<file path="config.mk">
export PLATFORM = sky130hd
export DESIGN_NAME = trace_gen
export DESIGN_NICKNAME = d
export VERILOG_FILES = /design/src/rtl/trace_gen.sv
export SDC_FILE = /design/constraint.sdc
export NUM_CORES = 1
export LEC_CHECK = 0
export CORE_MARGIN = 10
export CORE_UTILIZATION = 43
export CTS_CLUSTER_DIAMETER = 30
export DETAILED_ROUTE_END_ITERATION = 8
export PLACE_DENSITY_LB_ADDON = 0.15
export SETUP_SLACK_MARGIN = 0.02
export SLEW_MARGIN = 20
export SYNTH_ARGS = -nofsm -noshare
export SYNTH_HDL_FRONTEND = slang
export SYNTH_SLANG_ARGS = --single-unit
</file>
<file path="constraint.sdc">
create_clock -name clk -period 4.9 [get_ports clk]
set_clock_uncertainty 0.2 [all_clocks]
set_input_delay 0.735 -clock clk [delete_from_list [all_inputs] [get_ports clk]]
set_output_delay 0.735 -clock clk [all_outputs]
set_load 0.005 [all_outputs]
</file>
<file path="src/rtl/trace_gen.sv">
// Retire-trace producer: three per-channel event FIFOs (retire, writeback, redirect)
// drained together into one registered trace record with consumer backpressure.

module trace_fifo #(
  parameter int DEPTH = 4,
  parameter int W     = 32
) (
  input  logic         clk,
  input  logic         reset,
  input  logic         push,
  input  logic         pop,
  input  logic [W-1:0] wdata,
  output logic [W-1:0] rdata,
  output logic         full,
  output logic         empty
);
  localparam int AW = $clog2(DEPTH);

  logic [AW:0]  wptr_q, rptr_q;
  logic [W-1:0] mem_q [DEPTH];

  assign empty = (wptr_q == rptr_q);
  assign full  = (wptr_q[AW-1:0] == rptr_q[AW-1:0]) && (wptr_q[AW] != rptr_q[AW]);
  assign rdata = mem_q[rptr_q[AW-1:0]];

  always_ff @(posedge clk or negedge reset) begin
    if (!reset) begin
      wptr_q <= '0;
      rptr_q <= '0;
    end else begin
      if (push && !full) wptr_q <= wptr_q + 1'b1;
      if (pop && !empty) rptr_q <= rptr_q + 1'b1;
    end
  end

  // Storage carries no reset; only entries between the pointers are ever observed.
  always_ff @(posedge clk) begin
    if (push && !full) mem_q[wptr_q[AW-1:0]] <= wdata;
  end
endmodule

module trace_gen #(
  parameter int DEPTH = 4
) (
  input  logic        clk,
  input  logic        reset,
  input  logic        inst_valid,
  output logic        inst_ready,
  input  logic [31:0] inst_pc,
  input  logic [31:0] inst_word,
  input  logic        wb_valid,
  output logic        wb_ready,
  input  logic [4:0]  wb_rd,
  input  logic [31:0] wb_data,
  input  logic        br_valid,
  output logic        br_ready,
  input  logic [31:0] br_pc,
  input  logic        trace_ready,
  output logic        valid,
  output logic [31:0] pc,
  output logic [31:0] inst,
  output logic        rdv,
  output logic [4:0]  rd_x,
  output logic [31:0] rd_data,
  output logic        pcv,
  output logic [31:0] pc_x,
  output logic [31:0] instret
);
  logic        alive_q;
  logic        valid_q, rdv_q, pcv_q;
  logic [31:0] pc_q, inst_q, rd_data_q, pc_x_q, instret_q;
  logic [4:0]  rd_x_q;

  logic        inst_full, inst_empty, wb_full, wb_empty, br_full, br_empty;
  logic [63:0] inst_head;
  logic [36:0] wb_head;
  logic [31:0] br_head;
  logic        advance_d;

  // Readies stay low until the first edge after reset release.
  assign inst_ready = alive_q && !inst_full;
  assign wb_ready   = alive_q && !wb_full;
  assign br_ready   = alive_q && !br_full;

  assign advance_d = !(valid_q || rdv_q || pcv_q) || trace_ready;

  trace_fifo #(.DEPTH(DEPTH), .W(64)) u_inst_fifo (
    .clk   (clk),
    .reset (reset),
    .push  (inst_valid && inst_ready),
    .pop   (advance_d),
    .wdata ({inst_pc, inst_word}),
    .rdata (inst_head),
    .full  (inst_full),
    .empty (inst_empty)
  );

  // x0 writebacks are handshaken normally but never enter the queue.
  trace_fifo #(.DEPTH(DEPTH), .W(37)) u_wb_fifo (
    .clk   (clk),
    .reset (reset),
    .push  (wb_valid && wb_ready && (wb_rd != 5'd0)),
    .pop   (advance_d),
    .wdata ({wb_rd, wb_data}),
    .rdata (wb_head),
    .full  (wb_full),
    .empty (wb_empty)
  );

  trace_fifo #(.DEPTH(DEPTH), .W(32)) u_br_fifo (
    .clk   (clk),
    .reset (reset),
    .push  (br_valid && br_ready),
    .pop   (advance_d),
    .wdata (br_pc),
    .rdata (br_head),
    .full  (br_full),
    .empty (br_empty)
  );

  always_ff @(posedge clk or negedge reset) begin
    if (!reset) begin
      alive_q   <= 1'b0;
      valid_q   <= 1'b0;
      rdv_q     <= 1'b0;
      pcv_q     <= 1'b0;
      pc_q      <= '0;
      inst_q    <= '0;
      rd_x_q    <= '0;
      rd_data_q <= '0;
      pc_x_q    <= '0;
      instret_q <= '0;
    end else begin
      alive_q <= 1'b1;
      if (valid_q && trace_ready) instret_q <= instret_q + 32'd1;
      if (advance_d) begin
        valid_q <= !inst_empty;
        rdv_q   <= !wb_empty;
        pcv_q   <= !br_empty;
        if (!inst_empty) begin
          pc_q   <= inst_head[63:32];
          inst_q <= inst_head[31:0];
        end
        if (!wb_empty) begin
          rd_x_q    <= wb_head[36:32];
          rd_data_q <= wb_head[31:0];
        end
        if (!br_empty) pc_x_q <= br_head;
      end
    end
  end

  assign valid   = valid_q;
  assign pc      = pc_q;
  assign inst    = inst_q;
  assign rdv     = rdv_q;
  assign rd_x    = rd_x_q;
  assign rd_data = rd_data_q;
  assign pcv     = pcv_q;
  assign pc_x    = pc_x_q;
  assign instret = instret_q;
endmodule

</file>
==> summary.md <==
| Metric | Value |
|---|---|
| R2R setup slack | `1.55 ns` |
| CTS HTree Levels | `4` |
| Req. time, crit path | `3.96 ns` |
| Die extent in x | `269.9 um` |
| Commonest cells in the netlist | `edfxtp_1 (532), dfrtp_1 (187), mux4_2 (133)` |
| Syn_nets | `1377` |
| Predominant post-synthesis flop cell | `edfxtp_1` |
| Worst path slowest cell | `dfrtp_4` |
| Via-to-Cell Ratio | `5.003` |
| Clock buffers created by TritonCTS | `146` |
| RSZ-0062 raised after global routing | `false` |
| Ports | `310` |
| Maxcap violations | `0` |
| Setup Fix Bufs, Post-CTS | `0` |
| Pins Over Slew Limit | `0` |
| Period minus WS final | `4.060 ns` |
| Worst-path clk slew | `0.04 ns` |
| N_diodes | `0` |
| CP bufs+invs | `1` |
| RePlAce Congestion | `0.7281` |
| Leading area contributor after synthesis | `edfxtp_1` |
| Critical-path cell list | `xor2_1 -> o31a_1 -> clkdlybuf4s50_1` |
| CP max stage delay | `1.11 ns` |
| Via count | `13052` |
| Full die area | `72870 um^2` |
| Hold crit path type | `reg2reg` |
| Final Hold Vio Count | `0` |
| CTS tree | `done` |
| Global-route wire length before repair | `89440 um` |
| HPWL Detailed | `34350 um` |
| Initial DRC count | `607` |
| Fillcell total | `4610` |
| Critical Path End Type | `output pin` |
| CP top delay family | `flip-flops` |
| Vias in the first global route | `14522` |
| Count of cell types in the netlist | `36` |
| Synth Warn # | `0` |
| Outcome | `completed` |
| Drc violations | `0` |
| Area grow syn2layout | `34.93%` |
| Post-layout util | `0.5863` |
| Root Buffer | `clkbuf_16` |
| Synth Instances | `1222` |
| R2r startpoint | `u_inst_fifo.rptr_q[1]` |
| Tcrit/Tclk final | `0.8287` |
| Min Hold Slack | `0.2693 ns` |
| Count leader, synth | `edfxtp_1` |
| Share of the synthesized area in the top cell type | `0.5947` |
| Critical-path maximum fanout | `67` |
| Clk_lat worst skew | `0.70 ns` |
| Crit start category | `flop` |
| P_leak | `0.01298 uW` |
| Post-DRT Antenna Nets | `0` |
| Row cnt | `91` |
| Headroom to the max-slew limit | `0.3026` |
| Dpl cell area | `30930 um^2` |
| Largest net degree at the start of global routing | `95` |
| CORE AREA | `61830 um^2` |
| Post-synth EDFFs | `532` |
| CP startpoint | `u_inst_fifo.rptr_q[1]` |
| Synth Area per Inst | `21.98 um^2` |
| Peak supply drop | `372.8 uV` |
| Setup violations, final | `0` |
| Post-Route WL | `57700 um` |
| Slew at the pin with the worst max-slew slack | `1.046 ns` |
| Setup CP Type | `reg2out` |
| WL/cell | `22.11 um` |
| Layout cells sized above 1 | `0.3070` |
| R2R Path End | `u_inst_fifo.mem_q[2][55]` |
| I/O Buffers | `309` |
| GR Overflow Total | `0` |
| Register area share after synthesis | `0.7689` |
| Initial core utilization | `0.4345` |
| Initial antenna violation count | `7` |
| Post-cts resize count | `0` |
| Post-Layout Inst Area | `36250 um^2` |
| Fin Setup TNS | `0 ns` |
| Largest cells by area after synthesis | `edfxtp_1 (59%), dfrtp_1 (17%), mux4_2 (11%), mux2_2 (5.5%), xor2_1 (1.1%)` |
| Crit path depth | `3` |
| Cell depth of the worst flop-to-flop path | `3` |
| Max Buffers Root-to-Sink | `3` |
| Total GRT Usage | `0.1604` |
| Crit path to | `inst_ready` |
| Post-synthesis register bit count | `719` |
| Cell area after synthesis | `26860 um^2` |
| # nets final | `1801` |
| Share of flip-flops with an asynchronous set or reset | `0.2601` |
| Critical path arrival | `3.13 ns` |
| Max Clk Rate | `246.3 MHz` |
| DR pass1 iterations | `5` |
| Power density over the cells | `676.8 nW/um^2` |
| Die Ht | `269.9 um` |
| Clock Sinks | `719` |
## sequential cells by signal (all words and copies together), names as in the netlist, 3 cells and up
signal,cells
u_wb_fifo.mem_q,148
u_br_fifo.wptr_q,3
rd_x,5
rd_data,32
pc,32
u_inst_fifo.rptr_q,3
u_wb_fifo.wptr_q,3
u_inst_fifo.mem_q,256
u_inst_fifo.wptr_q,3
u_br_fifo.mem_q,128
u_wb_fifo.rptr_q,3
instret,32
pc_x,32
u_br_fifo.rptr_q,3
inst,32
## worst register-to-register path, delay by kind of cell (launching register included)
family / cells / cell delay [ns]
compound gates: 1 / 0.32
simple gates: 1 / 0.91
flops: 1 / 1.11
xor+xnor: 1 / 0.37
## cell families (layout without fill, tap and decap cells)
logic type,Yosys count,after routing,share of synthesized area
mux,273,273,0.1702
xor+xnor,55,55,0.01793
compound gates,10,10,0.003913
buf+inv,68,618,0.01253
simple gates,80,80,0.01891
fa+ha+maj,16,16,0.007453
flops,719,719,0.7689
other cells,1,1,0.0001396
## routing by layer
metal  share of wire  global-route usage  wire length [um]
met1            0.42              0.1980             24050
met4           0.020             0.05869              1173
met5          0.0015                   0                88
met3           0.064             0.05550              3711
met2            0.50              0.2587             28670
## worst min-delay path by stage
stage,from,end,slack (ns),depth (start not counted)
floorplan,reset,alive_q,0.24,0
global placement,instret[31],instret[31],0.26,1
detailed placement,instret[31],instret[31],0.27,1
CTS,instret[31],instret[31],0.28,1
global route,instret[31],instret[31],0.28,1
finish,instret[31],instret[31],0.27,1
## cell usage in the layout, fill, tap and decap left out, types with 5 or more instances in the layout
cell type,synthesis,final
clkinv_4,0,8
mux4_2,133,133
bufinv_16,0,27
nor3_2,4,5
clkinv_2,0,22
dfrtp_1,187,182
nor3_1,7,6
edfxtp_1,532,532
clkinvlp_4,0,11
clkbuf_8,0,7
nor2_1,11,11
inv_16,0,5
nand3_1,9,9
clkinv_1,0,15
clkinv_16,0,5
clkbuf_16,0,146
and3_1,11,6
and4_1,6,6
mux2_2,131,131
buf_4,5,11
ha_1,16,16
clkdlybuf4s50_1,0,308
clkbuf_1,13,21
mux2_1,9,9
xnor2_1,20,20
nand2_1,12,12
xor2_1,35,35
inv_1,20,20
nand4_1,5,5
## through the flow
step                setup slack, ns  total power (uW)  std cells
finish                       0.8396             24530       2609
global route                 0.6222             25710       2609
CTS                          0.7315             24950       2608
detailed placement            1.339             14450       2333
global placement              1.338             14340       2333
floorplan                    0.6798             11860       1222
## power breakdown
part | switching [uW] | total [uW] | internal [uW]
Clock | 3290 | 10400 | 7060
Combinational | 2240 | 5490 | 3260
Sequential | 791 | 8680 | 7890
## timing repair
action	in CTS	in global routing
hold buffers	1	0
hold endpoints to repair	93	0
setup endpoints to repair	0	0
## area by class of cell
| cell class | count | area [um^2] | area share |
|---|---|---|---|
| flip-flops and latches | 719 | 20670 | 0.5702 |
| clock inverters | 100 | 1464 | 0.04039 |
| well taps | 837 | 1047 | 0.02889 |
| repair buffers | 324 | 3242 | 0.08944 |
| clock buffers | 174 | 3829 | 0.1056 |
| inverters | 20 | 75.07 | 0.002071 |
| multi-input cells | 435 | 5923 | 0.1634 |
(Power assumes the default switching activity.)
==> RTL change, RTL diff (config.mk and constraints unchanged) <==
Reset style: synchronous (`reset`), changed in 2 clocked blocks.
--- a/src/rtl/trace_gen.sv
+++ b/src/rtl/trace_gen.sv
@@ -23,7 +23,7 @@
   assign full  = (wptr_q[AW-1:0] == rptr_q[AW-1:0]) && (wptr_q[AW] != rptr_q[AW]);
   assign rdata = mem_q[rptr_q[AW-1:0]];
 
-  always_ff @(posedge clk or negedge reset) begin
+  always_ff @(posedge clk) begin
     if (!reset) begin
       wptr_q <= '0;
       rptr_q <= '0;
@@ -118,7 +118,7 @@
     .empty (br_empty)
   );
 
-  always_ff @(posedge clk or negedge reset) begin
+  always_ff @(posedge clk) begin
     if (!reset) begin
       alive_q   <= 1'b0;
       valid_q   <= 1'b0;
Behaviour: differs if reset is asserted again (counterexample within 4 cycles, from zero or initial values and one cycle with reset low); with reset held inactive, the same outputs for 4 cycles.
==> RTL change against the unedited design <==
Sequential share of layout area fell by 2.4 points; sequential cell count did not move; final area fell by 0.28%; die area fell by 0.40%; total power fell by 13%; count of clock-buffer cells in the layout rose by 3; routed wire length rose by 6.6%; cell count rose by 13%; area after synthesis fell by 0.43%; non-clock buffer count rose by 11; worst setup slack improved by 0.33 ns; critical endpoint unchanged; largest cell class unchanged; highest routed layer unchanged.
==> RTL change: results (changes against the unedited design) <==
stage	metric	value	unit	change
synthesis	seq_area_frac_synth	73.7	%	-3.2 points
clock_network	cts_buffer_depth	3		unchanged
power	p_leak	12.1	nW	-6.4%
clock_network	cts_resized	0		unchanged
synthesis	yosys_warnings	0		unchanged
global_routing	grt_pass1_wl	95.7	mm	+7.0%
finish	largest_register_ffs	256		unchanged
critical_path	reg2reg_depth	4		+1
finish	fillCellCount	4746		+3.0%
global_routing	track_usage	17.1	%	+1.1 points
synthesis	synthTopCellsByCount	532 x edfxtp_1, 292 x nand2_1, 187 x dfxtp_1, 134 x a21boi_0, 133 x mux4_2		
critical_path	r2r_slack	1.82	ns	+0.27 ns
critical_path	cp_data_arrival_time	2.80	ns	-0.33 ns
routing	first_pass_iters	5		unchanged
routing	vias	14800		+13%
clock_network	cts_max_level	4		unchanged
critical_path	crit_path_end	inst_ready		
critical_path	max_stage_delay	0.70	ns	-0.41 ns
clock_network	postCtsSetupRepairBufs	0		unchanged
clock_network	cts_buffers	153		+4.8%
routing	drtIter0Drc	890		+47%
power	p_per_area	590	nW/um2	-13%
min_path	hp-class	reg -> reg		
clock_network	insertion_delay	0.71	ns	
critical_path	cp_max_fo	26		-61%
routing	drt_wl_total	61.5	mm	+6.6%
clock_network	clkTransAtPathRegs	0.04	ns	about the same
synthesis	ys_types	39		+8.3%
synthesis	ys.flop_type	edfxtp_1		
finish	nNetsFinal	2137		+19%
synthesis	synth.area.mux_share	11.2	%	-5.8 points
synthesis	synth_edf_count	532		unchanged
min_path	hp-start	pc_x[2]$_SDFFE_PN0P_		
critical_path	crit_family	flip-flops		
critical_path	crit_start	u_inst_fifo.rptr_q[0]$_SDFFE_PN0P_		
placement	place.gp.congestion	0.754		+3.5%
synthesis	synth_compound_area_share	4.54	%	+4.1 points
sta	worst_pin_slew	1.06	ns	+0.00940 ns
synthesis	synthArstFlopShare	0	%	-26 points
critical_path	rr_endpoint	u_inst_fifo.mem_q[0][59]$_DFFE_PP_		
power	vdd_drop_max	0.422	mV	+13%
critical_path	critPathSlowestCell	dfxtp_4		
placement	place_area	30800	um2	-0.42%
synthesis	synthTopCellsByArea	edfxtp_1 60%, dfxtp_1 14%, mux4_2 11%		
synthesis	synth_fa_ha_area_share	0.749	%	+0.0032 points
global_routing	grt_pass1_vias	16300		+12%
global_routing	antenna_found_initial	7		unchanged
outcome	status	complete, no violations		
sta	fin_hold_ws	0.258	ns	-0.0117 ns
min_path	worstHoldPathCells	2		+1
placement	portBuffers	309		unchanged
min_path	holdPathEnd	pc_x[2]$_SDFFE_PN0P_		
global_routing	grt_max_degree	99		+4.2%
synthesis	synth.net_count	1731		+26%
placement	place_hpwl	35.9	mm	+4.5%
finish	drive_above_1_share	20.9	%	-9.8 points
synthesis	synthXorXnorAreaFrac	1.60	%	-0.19 points
## RTL change: cell types whose count changed in the layout (fill, tap and decap cells not counted), moves of 9 or more
cell / unedited run / this run
xor2_1: 35 / 18
nand2_1: 12 / 292
dfxtp_1: 0 / 182
a21boi_0: 0 / 134
mux2_2: 131 / 0
inv_1: 20 / 11
xnor2_1: 20 / 31
buf_4: 11 / 23
and2_1: 1 / 35
dfrtp_1: 182 / 0
mux2_1: 9 / 0
clkinvlp_4: 11 / 24
## RTL change: area by class of cell
class                      count  area share (%)
antenna                        3          0.0208
clock buffer                 177            11.0
clock inverter               110            3.72
inverter                      11           0.114
multi-input combinational    762            18.5
sequential                   719            54.6
tap                          837            2.90
timing repair buffer         335            9.20
## RTL change: kinds of logic after synthesis
kind of cell	Yosys count
AOI/OAI and AO/OA	164
xor gates and xnor gates	49
adders and majority gates	16
buffers and inverters	95
DFF	719
muxes	133
and+or+nand+nor	400
## RTL change: metal layers
metal	vias up	share of wire [%]	track usage, %
met5	-	0.10	0
met4	10	2.1	6.58
met3	102	6.5	5.51
met2	371	51	29.4
met1	7490	40	19.7
li1	6840	-	-
## RTL change: worst register-to-register path, delay by kind of cell, from the launching register on
family | cells | cell delay (ns)
AO/OA/AOI/OAI | 1 | 0.34
XOR/XNOR | 1 | 0.39
AND/OR/NAND/NOR | 1 | 0.76
flip-flops | 1 | 0.70
buffers and inverters | 1 | 0.38
## RTL change: power by group
group	internal, mW	leakage, nW	total, mW	switching, mW
clock network	6.88	2.53	10.3	3.41
registers	7.11	6.36	7.47	0.365
logic	1.78	3.26	3.56	1.77
## RTL change: through the flow
step           instances  setup WS (ns)
2_1_floorplan       1576           1.76
3_3_place_gp        2663           1.47
3_5_place_dp        2663           1.41
4_1_cts             2950           1.09
5_1_grt             2952          0.970
6_report            2954           1.17
